--- src/rtl/theremin_osc_gen.sv ---
// theremin_osc_gen
//   Square-wave generator that stands in for a theremin oscillator when
//   exercising frequency-meter inputs. The full period is a Q INT.FRAC
//   fixed-point number of CLK cycles; the fractional part is carried from
//   half-phase to half-phase so that the long-run period is exact.
//
// Ports
//   CLK           in   system clock, all logic on the rising edge
//   RESET         in   synchronous, active-high reset
//   ENABLE        in   run request; dropping it lets the current period finish
//   PERIOD        in   requested full period, Q PERIOD_INT_BITS.PERIOD_FRAC_BITS
//   PERIOD_VALID  in   PERIOD holds a new value
//   PERIOD_READY  out  one-entry shadow register is empty
//   FREQ_OUT      out  registered square wave, high only in the HIGH phase
//   PERIOD_ERR    out  one-cycle pulse after an accepted period was clamped
//   EDGE_COUNT    out  number of FREQ_OUT rising edges, wraps
module theremin_osc_gen #(
    parameter int PERIOD_INT_BITS  = 16,
    parameter int PERIOD_FRAC_BITS = 8,
    parameter int EDGE_COUNT_BITS  = 16
) (
    input  logic                                        CLK,
    input  logic                                        RESET,
    input  logic                                        ENABLE,
    input  logic [PERIOD_INT_BITS+PERIOD_FRAC_BITS-1:0] PERIOD,
    input  logic                                        PERIOD_VALID,
    output logic                                        PERIOD_READY,
    output logic                                        FREQ_OUT,
    output logic                                        PERIOD_ERR,
    output logic [EDGE_COUNT_BITS-1:0]                  EDGE_COUNT
);

    localparam int PW = PERIOD_INT_BITS + PERIOD_FRAC_BITS;
    localparam int SW = PW + 1;               // one guard bit: residue + H never overflows
    localparam int CW = PERIOD_INT_BITS + 1;  // integer part of the phase sum
    localparam logic [PW-1:0] MIN_PERIOD = PW'(4) << PERIOD_FRAC_BITS;

    typedef enum logic [1:0] {
        ST_IDLE,
        ST_HIGH,
        ST_LOW
    } state_t;

    state_t                      state;
    logic [PW-1:0]               active_period;
    logic                        active_valid;
    logic [PW-1:0]               shadow_period;
    logic                        shadow_full;
    logic [PERIOD_FRAC_BITS-1:0] residue;
    logic [CW-1:0]               half_count;

    logic                        accept;
    logic                        needs_clamp;
    logic [PW-1:0]               accepted_period;
    logic [PW-1:0]               start_period;
    logic [PW-1:0]               phase_period;
    logic [PERIOD_FRAC_BITS-1:0] phase_residue;
    logic [SW-1:0]               phase_sum;
    logic [CW-1:0]               phase_len;
    logic [PERIOD_FRAC_BITS-1:0] next_residue;
    logic                        phase_done;

    assign PERIOD_READY = ~shadow_full;

    always_comb begin
        accept          = PERIOD_VALID & ~shadow_full;
        // integer part below 4 <=> value below 4.0
        needs_clamp     = (PERIOD < MIN_PERIOD);
        accepted_period = needs_clamp ? MIN_PERIOD : PERIOD;

        // Period for a HIGH phase about to start: a same-cycle acceptance
        // wins, then a pending shadow, else the current active period.
        if (accept) begin
            start_period = accepted_period;
        end else if (shadow_full) begin
            start_period = shadow_period;
        end else begin
            start_period = active_period;
        end

        phase_period  = active_period;
        phase_residue = residue;
        case (state)
            ST_IDLE: begin
                phase_period  = start_period;
                phase_residue = '0;           // residue restarts with each run
            end
            ST_LOW: begin
                phase_period  = start_period;
            end
            default: begin
                phase_period  = active_period;
            end
        endcase

        phase_sum    = {1'b0, phase_period >> 1}
                     + {{(SW-PERIOD_FRAC_BITS){1'b0}}, phase_residue};
        phase_len    = phase_sum[SW-1:PERIOD_FRAC_BITS];
        next_residue = phase_sum[PERIOD_FRAC_BITS-1:0];
        phase_done   = (half_count == '0);
    end

    always_ff @(posedge CLK) begin
        if (RESET) begin
            state         <= ST_IDLE;
            FREQ_OUT      <= 1'b0;
            PERIOD_ERR    <= 1'b0;
            EDGE_COUNT    <= '0;
            active_period <= '0;
            active_valid  <= 1'b0;
            shadow_period <= '0;
            shadow_full   <= 1'b0;
            residue       <= '0;
            half_count    <= '0;
        end else begin
            PERIOD_ERR <= accept & needs_clamp;

            case (state)
                ST_IDLE: begin
                    if (accept) begin
                        active_period <= accepted_period;
                        active_valid  <= 1'b1;
                    end
                    if (ENABLE && active_valid) begin
                        state         <= ST_HIGH;
                        FREQ_OUT      <= 1'b1;
                        EDGE_COUNT    <= EDGE_COUNT + EDGE_COUNT_BITS'(1);
                        active_period <= start_period;
                        shadow_full   <= 1'b0;
                        half_count    <= phase_len - CW'(1);
                        residue       <= next_residue;
                    end
                end

                ST_HIGH: begin
                    if (accept) begin
                        shadow_period <= accepted_period;
                        shadow_full   <= 1'b1;
                    end
                    if (phase_done) begin
                        state      <= ST_LOW;
                        FREQ_OUT   <= 1'b0;
                        half_count <= phase_len - CW'(1);
                        residue    <= next_residue;
                    end else begin
                        half_count <= half_count - CW'(1);
                    end
                end

                ST_LOW: begin
                    if (phase_done && ENABLE) begin
                        // accepted value goes straight to active, bypassing the shadow
                        state         <= ST_HIGH;
                        FREQ_OUT      <= 1'b1;
                        EDGE_COUNT    <= EDGE_COUNT + EDGE_COUNT_BITS'(1);
                        active_period <= start_period;
                        shadow_full   <= 1'b0;
                        half_count    <= phase_len - CW'(1);
                        residue       <= next_residue;
                    end else begin
                        if (accept) begin
                            shadow_period <= accepted_period;
                            shadow_full   <= 1'b1;
                        end
                        if (phase_done) begin
                            state <= ST_IDLE;
                        end else begin
                            half_count <= half_count - CW'(1);
                        end
                    end
                end

                default: begin
                    state    <= ST_IDLE;
                    FREQ_OUT <= 1'b0;
                end
            endcase
        end
    end

endmodule

--- config.mk ---
export PLATFORM = sky130hd
export DESIGN_NAME = theremin_osc_gen
export DESIGN_NICKNAME = d
export VERILOG_FILES = /design/src/rtl/theremin_osc_gen.sv
export SDC_FILE = /design/constraint.sdc
export NUM_CORES = 1
export LEC_CHECK = 0
export ABC_AREA = 1
export CAP_MARGIN = 25
export CORE_MARGIN = 5
export CORE_UTILIZATION = 40
export CTS_CLUSTER_DIAMETER = 60
export CTS_CLUSTER_SIZE = 10
export DETAILED_ROUTE_END_ITERATION = 6
export MAX_ROUTING_LAYER = met4
export PLACE_DENSITY = 0.61
export SLEW_MARGIN = 20
export SYNTH_ARGS = -nofsm -noshare
export SYNTH_HDL_FRONTEND = slang
export SYNTH_SLANG_ARGS = --single-unit
export TNS_END_PERCENT = 1
--- constraint.sdc ---
create_clock -name CLK -period 4.65 [get_ports CLK]
set_input_delay 0.6975 -clock CLK [delete_from_list [all_inputs] [get_ports CLK]]
set_output_delay 0.6975 -clock CLK [all_outputs]
set_load 0.02 [all_outputs]
==> metrics.md, run 1 <==
| Metric | Value |
|---|---|
| Outcome | `finished, final reports clean` |
| Post-route ant nets | `0` |
| #FFs+latches synth | `93` |
| Die Area | `0.01864 mm²` |
| FP Rows | `46` |
| CTS tree | `yes` |
| Endpoint, Worst Hold | `shadow_period[5]$_SDFFE_PP0P_` |
| EDFF count, synth | `0` |
| WL final | `16.13 mm` |
| GRT Total Usage | `0.1830` |
| Final Non-Filler Cells | `1302` |
| CTS Buf Count | `9` |
| FF-to-FF path depth | `25` |
| Critical Path Max Stage Delay | `0.47 ns` |
| Ys Warns | `0` |
| VDD IR max | `0.0002412 V` |
| Slew @ Worst Pin | `0.8817 ns` |
| Worst Setup End Kind | `flip-flop` |
| Hold path startpoint | `shadow_period[5]$_SDFFE_PP0P_` |
| Tmin final | `4.246 ns` |
| First-pass GRT wire length | `26.85 mm` |
| Layout overhead on the synthesized area | `19.93%` |
| Antenna cells | `0` |
| CTS Sinks | `93` |
| Ports | `47` |
| Pwr/cell area | `578.5 mW/mm²` |
| TritonRoute pass-1 iters | `6` |
| Layout Utilization | `0.4871` |
| Critical Path Source Type | `primary input` |
| RSZ-0062 raised after global routing | `no` |
| Commonest non-fill, non-tap cells in the layout | `nand2_1 (195), inv_1 (148), o21ai_0 (106)` |
| Starting Density | `0.4061` |
| Via count | `6364` |
| Synthesized Nets | `1050` |
| CP max-delay cell | `clkdlybuf4s50_1` |
| GPL Wtd Cong | `0.8747` |
| DR WL/cell | `12.39 µm` |
| Synth cell types | `48` |
| Inst Count DP | `1286` |
| Post-layout net count | `1126` |
| Synth async-reset ratio | `0` |
| Static leakage | `3.367 nW` |
| Number of buffers added on ports | `45` |
| Setup ws final | `0.4041 ns` |
| Placeable Area | `0.01577 mm²` |
| Layout cells sized above 1 | `0.1289` |
| Clk_lat worst skew | `0.35 ns` |
| Gr ovfl total | `0` |
| Sequential cell area fraction in the yosys report | `0.2907` |
| Worst slack at placement | `-0.1646 ns` |
| # H-tree levels | `3` |
| Pins Over Slew Limit | `0` |
| Most used cell, CP | `nand2_1` |
| Fmax | `0.2355 GHz` |
| Largest net degree at the start of global routing | `79` |
| Worst Skew | `0.01237 ns` |
| Filler Cell Count | `1667` |
| Final setup fails | `0` |
| Post-Syn Instances | `1006` |
| Initial antenna violation count | `0` |
| Reg2reg start | `state[1]$_SDFFE_PP0P_` |
| Number of global-route vias before repair | `5632` |
| Final Hold Viols | `0` |
| Hold Crit Depth | `2` |
| Worst-path clk slew | `0.07 ns` |
| Most common cell after layout, fill and taps aside | `nand2_1` |
| Post-DP HPWL | `11.60 mm` |
| CTS max path bufs | `2` |
| # hold bufs at CTS | `0` |
| Reg2reg end | `half_count[13]$_SDFFE_PP0P_` |
| Worst min path class | `reg2reg` |
| Worst EP required | `4.92 ns` |
| Ys flop type | `dfxtp_1` |
| Die height | `136.5 µm` |
| Critical Setup Path Class | `in2reg` |
| Overall power | `4.444 mW` |
| WP data arrival | `4.52 ns` |
| Post-Syn Area | `0.006405 mm²` |
| Max-Cap Viols | `0` |
| Reg2Reg Setup Slack | `0.51 ns` |
| Drt drc | `0` |
| Final period utilization | `0.9131` |
| CTS root buffer | `clkbuf_16` |
| Post-DP Area | `0.007383 mm²` |
| Die extent in x | `136.5 µm` |
| DR vias/cell | `4.888` |
| Crit path max fanout | `8` |
| Syn avg cell area | `6.367 µm²` |
| Max transition margin | `0.4115` |
| Starting DRT DRC Count | `388` |
| Post-route design area | `0.007681 mm²` |
==> worst max path at each step <==
stage          startpoint                          end  depth (start not counted)
5_1_grt        PERIOD[19]  half_count[11]$_SDFFE_PP0P_                         26
6_report       PERIOD[19]  half_count[13]$_SDFFE_PP0P_                         27
2_1_floorplan  PERIOD[10]  half_count[12]$_SDFFE_PP0P_                         28
3_5_place_dp   PERIOD[19]   half_count[9]$_SDFFE_PP0P_                         25
4_1_cts        PERIOD[19]   half_count[9]$_SDFFE_PP0P_                         25
3_3_place_gp   PERIOD[19]  half_count[11]$_SDFFE_PP0P_                         25
==> critical path, delay by kind of cell <==
| kind | cells | cell delay, ns |
|---|---|---|
| AO/OA/AOI/OAI | 5 | 0.76 |
| buffers and inverters | 3 | 0.69 |
| AND/OR/NAND/NOR | 17 | 1.80 |
| adder cells (fa/ha/maj) | 2 | 0.57 |
==> cell usage after synthesis, drive strengths merged, types with 2 or more instances <==
library cell	number	area [µm²]
nand2	211	829.6
nor2	107	484.2
ha	15	187.7
o211ai	7	57.55
or2	3	18.77
buf	12	85.08
o22ai	7	43.79
nand3	49	275.3
xnor2	9	78.83
nand4	20	140.1
clkbuf	27	101.4
o21ai	121	624.3
a211oi	3	22.52
dfxtp	93	1862
a31oi	14	87.58
inv	158	593.1
a22oi	5	42.54
nor3	11	82.58
xor2	15	131.4
a21oi	104	524.3
o21a	4	30.03
o221ai	2	23.77
a21boi	2	15.01
==> per-layer routing <==
metal  global-route usage  part of all wire  wire [µm]
met1               0.2534              0.52       8401
met2               0.2798              0.43       6901
met3              0.02537             0.040        643
met4              0.05151             0.012        188
met5                    -                 0          0
==> flip-flops by register name (all words and copies together) (netlist names) <==
register / count
EDGE_COUNT: 16
FREQ_OUT: 1
PERIOD_ERR: 1
active_period: 23
active_valid: 1
half_count: 17
residue: 8
shadow_full: 1
shadow_period: 23
state: 2
==> final cells by class <==
type / count / area (µm²) / share of cell area
multi-input cells: 715 / 3775 / 0.4914
well taps: 216 / 270.3 / 0.03518
inverters: 159 / 596.8 / 0.07770
repair buffers: 104 / 893.4 / 0.1163
clock inverters: 4 / 31.28 / 0.004072
flip-flops and latches: 93 / 1862 / 0.2424
clock buffers: 11 / 252.7 / 0.03290
==> cells by family (layout without fill, tap and decap cells) <==
group           Yosys count  count (layout)  synth area share
simple gates            402             402            0.2870
fa+ha+maj                16              16           0.03243
buf+inv                 198             278            0.1223
xor+xnor                 24              24           0.03282
compound gates          273             273            0.2348
flops                    93              93            0.2907
==> stage by stage <==
stage	TNS, ns	hold slack, ns
2_1_floorplan	0	0.4234
3_3_place_gp	-1.038	0.4345
3_5_place_dp	-1.232	0.4426
4_1_cts	0	0.4535
5_1_grt	0	0.4699
6_report	0	0.4486
==> power by group <==
part | total, mW | internal (mW) | switching, mW | leakage (nW)
sequential | 1.21 | 1.05 | 0.168 | 0.763
combinational | 2.51 | 0.919 | 1.59 | 2.46
clock | 0.723 | 0.392 | 0.331 | 0.142
total | 4.44 | 2.36 | 2.09 | 3.37
==> timing repair <==
item / CTS / global route
gates resized for setup: 0 / 3
endpoints found under the setup margin: 0 / 11
hold endpoints to repair: 0 / 0
setup buffers: 0 / 1
No activity file was read; power rests on OpenSTA's default activity.
==> run 2, diff against run 1 <==
--- a/config.mk
+++ b/config.mk
@@ -14,6 +14,7 @@
 export DETAILED_ROUTE_END_ITERATION = 6
 export MAX_ROUTING_LAYER = met4
 export PLACE_DENSITY = 0.61
+export RECOVER_POWER = 100
 export SLEW_MARGIN = 20
 export SYNTH_ARGS = -nofsm -noshare
 export SYNTH_HDL_FRONTEND = slang
==> run 2 against run 1 <==
Against the previous run:
- the run now ends with capacitance limit, slew limit left
- sequential power hardly changed
- global-route usage unchanged
- sequential cell count is the same
- count of clock-buffer cells in the layout unchanged
==> metrics.md, run 2 (synthesis results as in run 1) <==
| Metric | Value |
|---|---|
| Worst Skew | `0.01347 ns (+0.001098 ns)` |
| Static leakage | `3.413 nW (+1.4%)` |
| Failing checks | `capacitance limit, slew limit` |
| Most common cell after layout, fill and taps aside | `nand2_1` |
| Number of global-route vias before repair | `5632 (unchanged)` |
| Ports | `47 (unchanged)` |
| Final Hold Viols | `0 (unchanged)` |
| Initial antenna violation count | `0 (unchanged)` |
| CTS root buffer | `clkbuf_16` |
| Post-DP HPWL | `11.60 mm (unchanged)` |
| Hold path startpoint | `shadow_period[5]$_SDFFE_PP0P_` |
| Outcome | `finished with violations` |
| Die height | `136.5 µm (unchanged)` |
| M3 GR Usage | `0.02537 (unchanged)` |
| Final Non-Filler Cells | `1302 (unchanged)` |
| Critical Path Source Type | `primary input` |
| Reg2reg start | `state[1]$_SDFFE_PP0P_` |
| M2 GR Usage | `0.2798 (unchanged)` |
| First-pass GRT wire length | `26.85 mm (unchanged)` |
| Post-layout net count | `1126 (unchanged)` |
| Max-Cap Viols | `2 (+2)` |
| Layout overhead on the synthesized area | `18.99%` |
| Setup ws final | `0.4029 ns (-0.001197 ns)` |
| Area of the multi-input gates | `0.003722 mm² (-1.4%)` |
| Flip-flop and latch area | `0.001862 mm² (unchanged)` |
| Pwr/cell area | `577.9 mW/mm² (-0.11%)` |
| Inst Count DP | `1286 (unchanged)` |
| Max transition margin | `-0.2250 (-0.6365)` |
| Number of buffers added on ports | `45 (unchanged)` |
| WP data arrival | `4.52 ns (about the same)` |
| # H-tree levels | `3 (unchanged)` |
| DR vias/cell | `4.920 (+0.66%)` |
| Post-route ant nets | `0 (unchanged)` |
| Filler Cell Count | `1677 (+0.60%)` |
| Placeable Area | `0.01577 mm² (unchanged)` |
| Slew @ Worst Pin | `1.837 ns (+0.9557 ns)` |
| Worst min path class | `reg2reg` |
| Worst Setup SP | `PERIOD[19]` |
| WL final | `16.19 mm (+0.37%)` |
| Most used cell, CP | `nand2_1` |
| Antenna cells | `0 (unchanged)` |
| Pins Over Slew Limit | `94 (+94)` |
| GR Util met1 | `0.2534 (unchanged)` |
| Worst EP required | `4.93 ns (about the same)` |
| Worst-path clk slew | `0.07 ns (about the same)` |
| Critical Path Max Stage Delay | `0.47 ns (about the same)` |
| CTS tree | `yes` |
| CTS Sinks | `93 (unchanged)` |
| Via count | `6406 (+0.66%)` |
| Worst Setup End Kind | `flip-flop` |
| Final setup fails | `0 (unchanged)` |
| CP max-delay cell | `clkdlybuf4s50_1` |
| Crit path max fanout | `8 (unchanged)` |
| Clk_lat worst skew | `0.35 ns (about the same)` |
| Drt drc | `0 (unchanged)` |
| RSZ-0062 raised after global routing | `no` |
| Layout cells sized above 1 | `0.1169 (-0.01197)` |
| FP Rows | `46 (unchanged)` |
| GPL Wtd Cong | `0.8747 (unchanged)` |
| DR WL/cell | `12.44 µm (+0.37%)` |
| Gr ovfl total | `0 (unchanged)` |
| Starting Density | `0.4061 (unchanged)` |
| Die Area | `0.01864 mm² (unchanged)` |
| GRT Total Usage | `0.1830 (unchanged)` |
| TritonRoute pass-1 iters | `5 (-1)` |
| VDD IR max | `0.0002326 V (-3.6%)` |
| Starting DRT DRC Count | `409 (+5.4%)` |
| CTS Buf Count | `9 (unchanged)` |
| Die extent in x | `136.5 µm (unchanged)` |
| CP top delay family | `simple AND/OR/NAND/NOR gates` |
| Largest regs | `active_period: 23 flops, shadow_period: 23 flops, half_count: 17 flops` |
| Worst slack at placement | `-0.1646 ns (unchanged)` |
| Largest net degree at the start of global routing | `79 (unchanged)` |
| CTS max path bufs | `2 (unchanged)` |
| Commonest non-fill, non-tap cells in the layout | `nand2_1 (198), inv_1 (149), o21ai_0 (106)` |
| Fmax | `0.2355 GHz (about the same)` |
| Tmin final | `4.247 ns (+0.001197 ns)` |
| Critical path buffers and inverters | `3 (unchanged)` |
| Most Crowded Layer GR | `met2` |
| Final period utilization | `0.9133 (about the same)` |
| Critical Setup Path Class | `in2reg` |
## run 2: cell types whose count changed in the layout (fill, tap and decap cells not counted), moves of 2 or more
cell,change
clkdlybuf4s50_1,-18
dlygate4sd3_1,+18
buf_4,-6
clkbuf_4,+4
nand2_1,+3
nand2_2,-3
nor2_1,+3
clkbuf_1,+2
inv_2,-2
nor2_4,-2
nor3_1,+2
nor3_4,-2
## run 2: cell type report
| class | count | share of cell area |
|---|---|---|
| Clock buffer | 11 | 0.03316 |
| Clock inverter | 4 | 0.004104 |
| Timing Repair Buffer | 104 | 0.1162 |
| Inverter | 159 | 0.07831 |
| Multi-Input combinational cell | 715 | 0.4884 |
| Sequential cell | 93 | 0.2443 |
| Tap cell | 216 | 0.03546 |
## run 2: power by group
part / leakage [nW] / total (mW) / switching (mW) / internal [mW]
Sequential: 0.763 / 1.21 / 0.165 / 1.05
Combinational: 2.51 / 2.47 / 1.57 / 0.897
Clock: 0.142 / 0.725 / 0.333 / 0.392
Total: 3.41 / 4.40 / 2.07 / 2.34
## run 2: metrics by stage
stage | setup TNS, ns | hold WS (ns) | power (mW) | area, µm² | utilization
5_1_grt | 0 | 0.4699 | 4.849 | 7621 | 0.4833
3_5_place_dp | -1.232 | 0.4426 | 3.725 | 7383 | 0.4682
3_3_place_gp | -1.038 | 0.4345 | 3.700 | 7383 | 0.4682
2_1_floorplan | 0 | 0.4234 | 3.054 | 6405 | -
4_1_cts | 0 | 0.4535 | 4.465 | 7667 | 0.4862
6_report | 0 | 0.4488 | 4.404 | 7621 | 0.4833
## run 2: repair_timing
item                       CTS  global route
setup endpoints to repair    0            11
gates resized for setup      0             3
buffers inserted             0             1
hold buffers                 0             0
## run 2: worst register-to-register path, delay by kind of cell, from the launching register on
family | cells | cell delay (ns)
fa+ha+maj | 3 | 0.98
buf+inv | 5 | 0.59
compound gates | 4 | 0.58
flops | 1 | 0.35
simple gates | 13 | 1.56
## run 2: final timing paths
kind / end / slack [ns] / depth (start not counted)
worst min-delay path: shadow_period[5]$_SDFFE_PP0P_ / 0.45 / 2
worst min register to register: shadow_period[5]$_SDFFE_PP0P_ / 0.45 / 2
worst max register to register: half_count[13]$_SDFFE_PP0P_ / 0.51 / 25
worst max-delay path: half_count[13]$_SDFFE_PP0P_ / 0.40 / 27
## run 2: per-layer routing
layer / wire length [µm] / vias up
li1: - / 3438
met1: 8422 / 2841
met3: 647 / 17
met5: 0 / -
met2: 6921 / 110
met4: 201 / 0
==> run 3, diff against run 2 <==
--- a/config.mk
+++ b/config.mk
@@ -12,8 +12,9 @@
 export CTS_CLUSTER_DIAMETER = 60
 export CTS_CLUSTER_SIZE = 10
 export DETAILED_ROUTE_END_ITERATION = 6
+export GPL_TIMING_DRIVEN = 0
 export MAX_ROUTING_LAYER = met4
-export PLACE_DENSITY = 0.61
+export PLACE_DENSITY = 0.63
 export RECOVER_POWER = 100
 export SLEW_MARGIN = 20
 export SYNTH_ARGS = -nofsm -noshare
==> constraint.sdc (replaced) <==
create_clock -name CLK -period 3.6 [get_ports CLK]
set_input_delay 0.54 -clock CLK [delete_from_list [all_inputs] [get_ports CLK]]
set_output_delay 0.54 -clock CLK [all_outputs]
set_load 0.02 [all_outputs]
==> run 3 against run 2 <==
Against the previous run:
- the run ends with setup timing left
- sequential power grew 31%
- sequential cell count is the same
- power grew 43%
- count of clock-buffer cells in the layout grew 2
- routed wire length grew 20%
- clock power grew 23%
- clock skew shrank 0.0047 ns
- via count grew 5.8%
- largest power group unchanged
==> metrics.md, run 3 (synthesis results as in run 1) <==
| Metric | Value |
|---|---|
| Outcome | `finished with violations` |
| Failing checks | `setup timing` |
| Post-DP Area | `0.007172 mm² (-2.9%)` |
| Critical Setup Path Class | `reg2reg` |
| Number of buffers added on ports | `44 (-2.2%)` |
| Pins Over Slew Limit | `0 (-100%)` |
| Fmax | `0.2772 GHz` |
| Largest regs | `active_period: 23 flops, shadow_period: 23 flops, half_count: 17 flops` |
| Commonest non-fill, non-tap cells in the layout | `nand2_1 (173), inv_1 (142), o21ai_0 (103)` |
| Worst-path clk slew | `0.06 ns (about the same)` |
| Clk_lat worst skew | `0.36 ns (about the same)` |
| Layout Utilization | `0.5177 (+0.03443)` |
| Largest net degree at the start of global routing | `14 (-82%)` |
| Critical path buffers and inverters | `3 (unchanged)` |
| CP max-delay cell | `dfxtp_2` |
| Gr ovfl total | `0 (unchanged)` |
| Worst hold slack | `0.4484 ns (-0.0003470 ns)` |
| CTS tree | `yes` |
| Tmin final | `3.607 ns` |
| Via count | `6776 (+5.8%)` |
| Die extent in x | `136.5 µm (unchanged)` |
| VDD IR max | `0.0003601 V (+55%)` |
| First-pass GRT wire length | `31.94 mm (+19%)` |
| DR vias/cell | `5.095 (+3.5%)` |
| Max-Cap Viols | `0 (-2)` |
| GRT Total Usage | `0.2204 (+0.03741)` |
| Critical Path Source Type | `flip-flop` |
| Slew @ Worst Pin | `0.8327 ns (-1.005 ns)` |
| Setup ws final | `-0.006950 ns (-0.4099 ns)` |
| Layout cells sized above 1 | `0.2011 (+0.08413)` |
| Crit path max fanout | `6 (-2)` |
| WL final | `19.49 mm (+20%)` |
| Most used cell, CP | `nand2_2` |
| # H-tree levels | `3 (unchanged)` |
| Antenna cells | `0 (unchanged)` |
| Layout overhead on the synthesized area | `27.47%` |
| Die Area | `0.01864 mm² (unchanged)` |
| Placeable Area | `0.01577 mm² (unchanged)` |
| Worst Skew | `0.008814 ns (-0.004652 ns)` |
| CTS max path bufs | `2 (unchanged)` |
| Die height | `136.5 µm (unchanged)` |
| CP top delay family | `simple AND/OR/NAND/NOR gates` |
| Post-route design area | `0.008164 mm² (+7.1%)` |
| RSZ-0062 raised after global routing | `yes` |
| Static leakage | `3.521 nW (+3.2%)` |
| Final period utilization | `1.002` |
| Setup TNS | `-0.006950 ns (-0.006950 ns)` |
| Post-DP HPWL | `13.52 mm (+17%)` |
| Final setup fails | `1 (+1)` |
| Ports | `47 (unchanged)` |
| Critical Path Max Stage Delay | `0.34 ns (-0.13 ns)` |
| Worst Setup End Kind | `flip-flop` |
| CTS Sinks | `93 (unchanged)` |
| CTS root buffer | `clkbuf_16` |
| Final Hold Viols | `0 (unchanged)` |
| Initial antenna violation count | `0 (unchanged)` |
| Most common cell after layout, fill and taps aside | `nand2_1` |
| Crit-path cells | `inv_2, ha_4, nor2_4, clkinv_4, o21ai_4, ha_4, inv_2, fa_2, nand3b_1, nand2_2, a21oi_4, o21ai_4, nand2_2, nor2_2, nand2_1, nand2_2, nand2_2, nor2_4, nand2_2, nor2_4, nand4_1, nand2_1, nand2_1, a21oi_1` |
| Number of global-route vias before repair | `6369 (+13%)` |
| Pwr/cell area | `771.7 mW/mm² (+34%)` |
| Overall power | `6.301 mW (+43%)` |
| Post-layout net count | `1154 (+2.5%)` |
| Drt drc | `0 (unchanged)` |
| DR WL/cell | `14.65 µm (+18%)` |
| CTS Buf Count | `9 (unchanged)` |
| Starting DRT DRC Count | `450 (+10%)` |
| GPL Wtd Cong | `0.8781 (+0.39%)` |
| # hold bufs at CTS | `0 (unchanged)` |
| WP data arrival | `3.89 ns (-0.63 ns)` |
| Max transition margin | `0.4406 (+0.6656)` |
| Filler Cell Count | `1641 (-2.1%)` |
| FP Rows | `46 (unchanged)` |
| Worst EP required | `3.88 ns (-1.05 ns)` |
| TritonRoute pass-1 iters | `5 (unchanged)` |
| Post-route ant nets | `0 (unchanged)` |
| Starting Density | `0.4061 (unchanged)` |
| Worst min path class | `reg2reg` |
## run 3: cell count changes in the layout (fill, tap and decap cells not counted), sizes merged
cell           delta
clkdlybuf4s15     +1
clkdlybuf4s50    -17
buf              +20
clkbuf           +23
clkinv            -1
dlygate4sd3       +1
bufbuf            +1
## run 3: timing repair
action                     CTS  global route
pin swaps                   34            46
setup buffers               34            17
resized for setup          125            46
gates cloned                 4             0
setup endpoints to repair   17            13
## run 3: layer usage
layer | vias to the layer above | global-route usage | routed length, µm
met1 | 3079 | 0.2905 | 8984
met2 | 179 | 0.3535 | 9121
li1 | 3487 | - | -
met4 | 0 | 0.06271 | 359
met5 | - | - | 0
met3 | 31 | 0.03162 | 1024
## run 3: worst min-delay path: stages, from the launching register on
cell and delay, ns:
dfxtp_1 0.31, inv_1 0.05, a21oi_1 0.05
## run 3: power by group
group	internal [mW]	switching, mW
clock	0.482	0.410
sequential	1.35	0.224
combinational	1.42	2.41
## run 3: area by class of cell
class | instances | area, µm² | area share
tap | 216 | 270.3 | 0.03310
clock buffer | 13 | 250.2 | 0.03065
clock inverter | 2 | 10.01 | 0.001226
sequential | 93 | 1871 | 0.2291
multi-input combinational | 715 | 4149 | 0.5082
inverter | 159 | 606.8 | 0.07433
timing repair buffer | 97 | 815.8 | 0.09992
buffer | 34 | 187.7 | 0.02299
timing repair inverter | 1 | 3.754 | 0.0004598
## run 3: metrics by stage
| step | setup WS (ns) | cells |
|---|---|---|
| 2_1_floorplan | 0.004873 | 1006 |
| 3_3_place_gp | -1.366 | 1266 |
| 3_5_place_dp | -1.351 | 1266 |
| 4_1_cts | -0.02905 | 1315 |
| 5_1_grt | -0.2144 | 1330 |
| 6_report | -0.006950 | 1330 |
## run 3: final timing paths
check	startpoint	to	cells after the start	slack [ns]
max	state[0]$_SDFFE_PP0P_	half_count[16]$_SDFFE_PP0P_	24	-0.007
min	shadow_period[6]$_SDFFE_PP0P_	shadow_period[6]$_SDFFE_PP0P_	2	0.45
max reg2reg	state[0]$_SDFFE_PP0P_	half_count[16]$_SDFFE_PP0P_	24	-0.007
min reg2reg	shadow_period[6]$_SDFFE_PP0P_	shadow_period[6]$_SDFFE_PP0P_	2	0.45
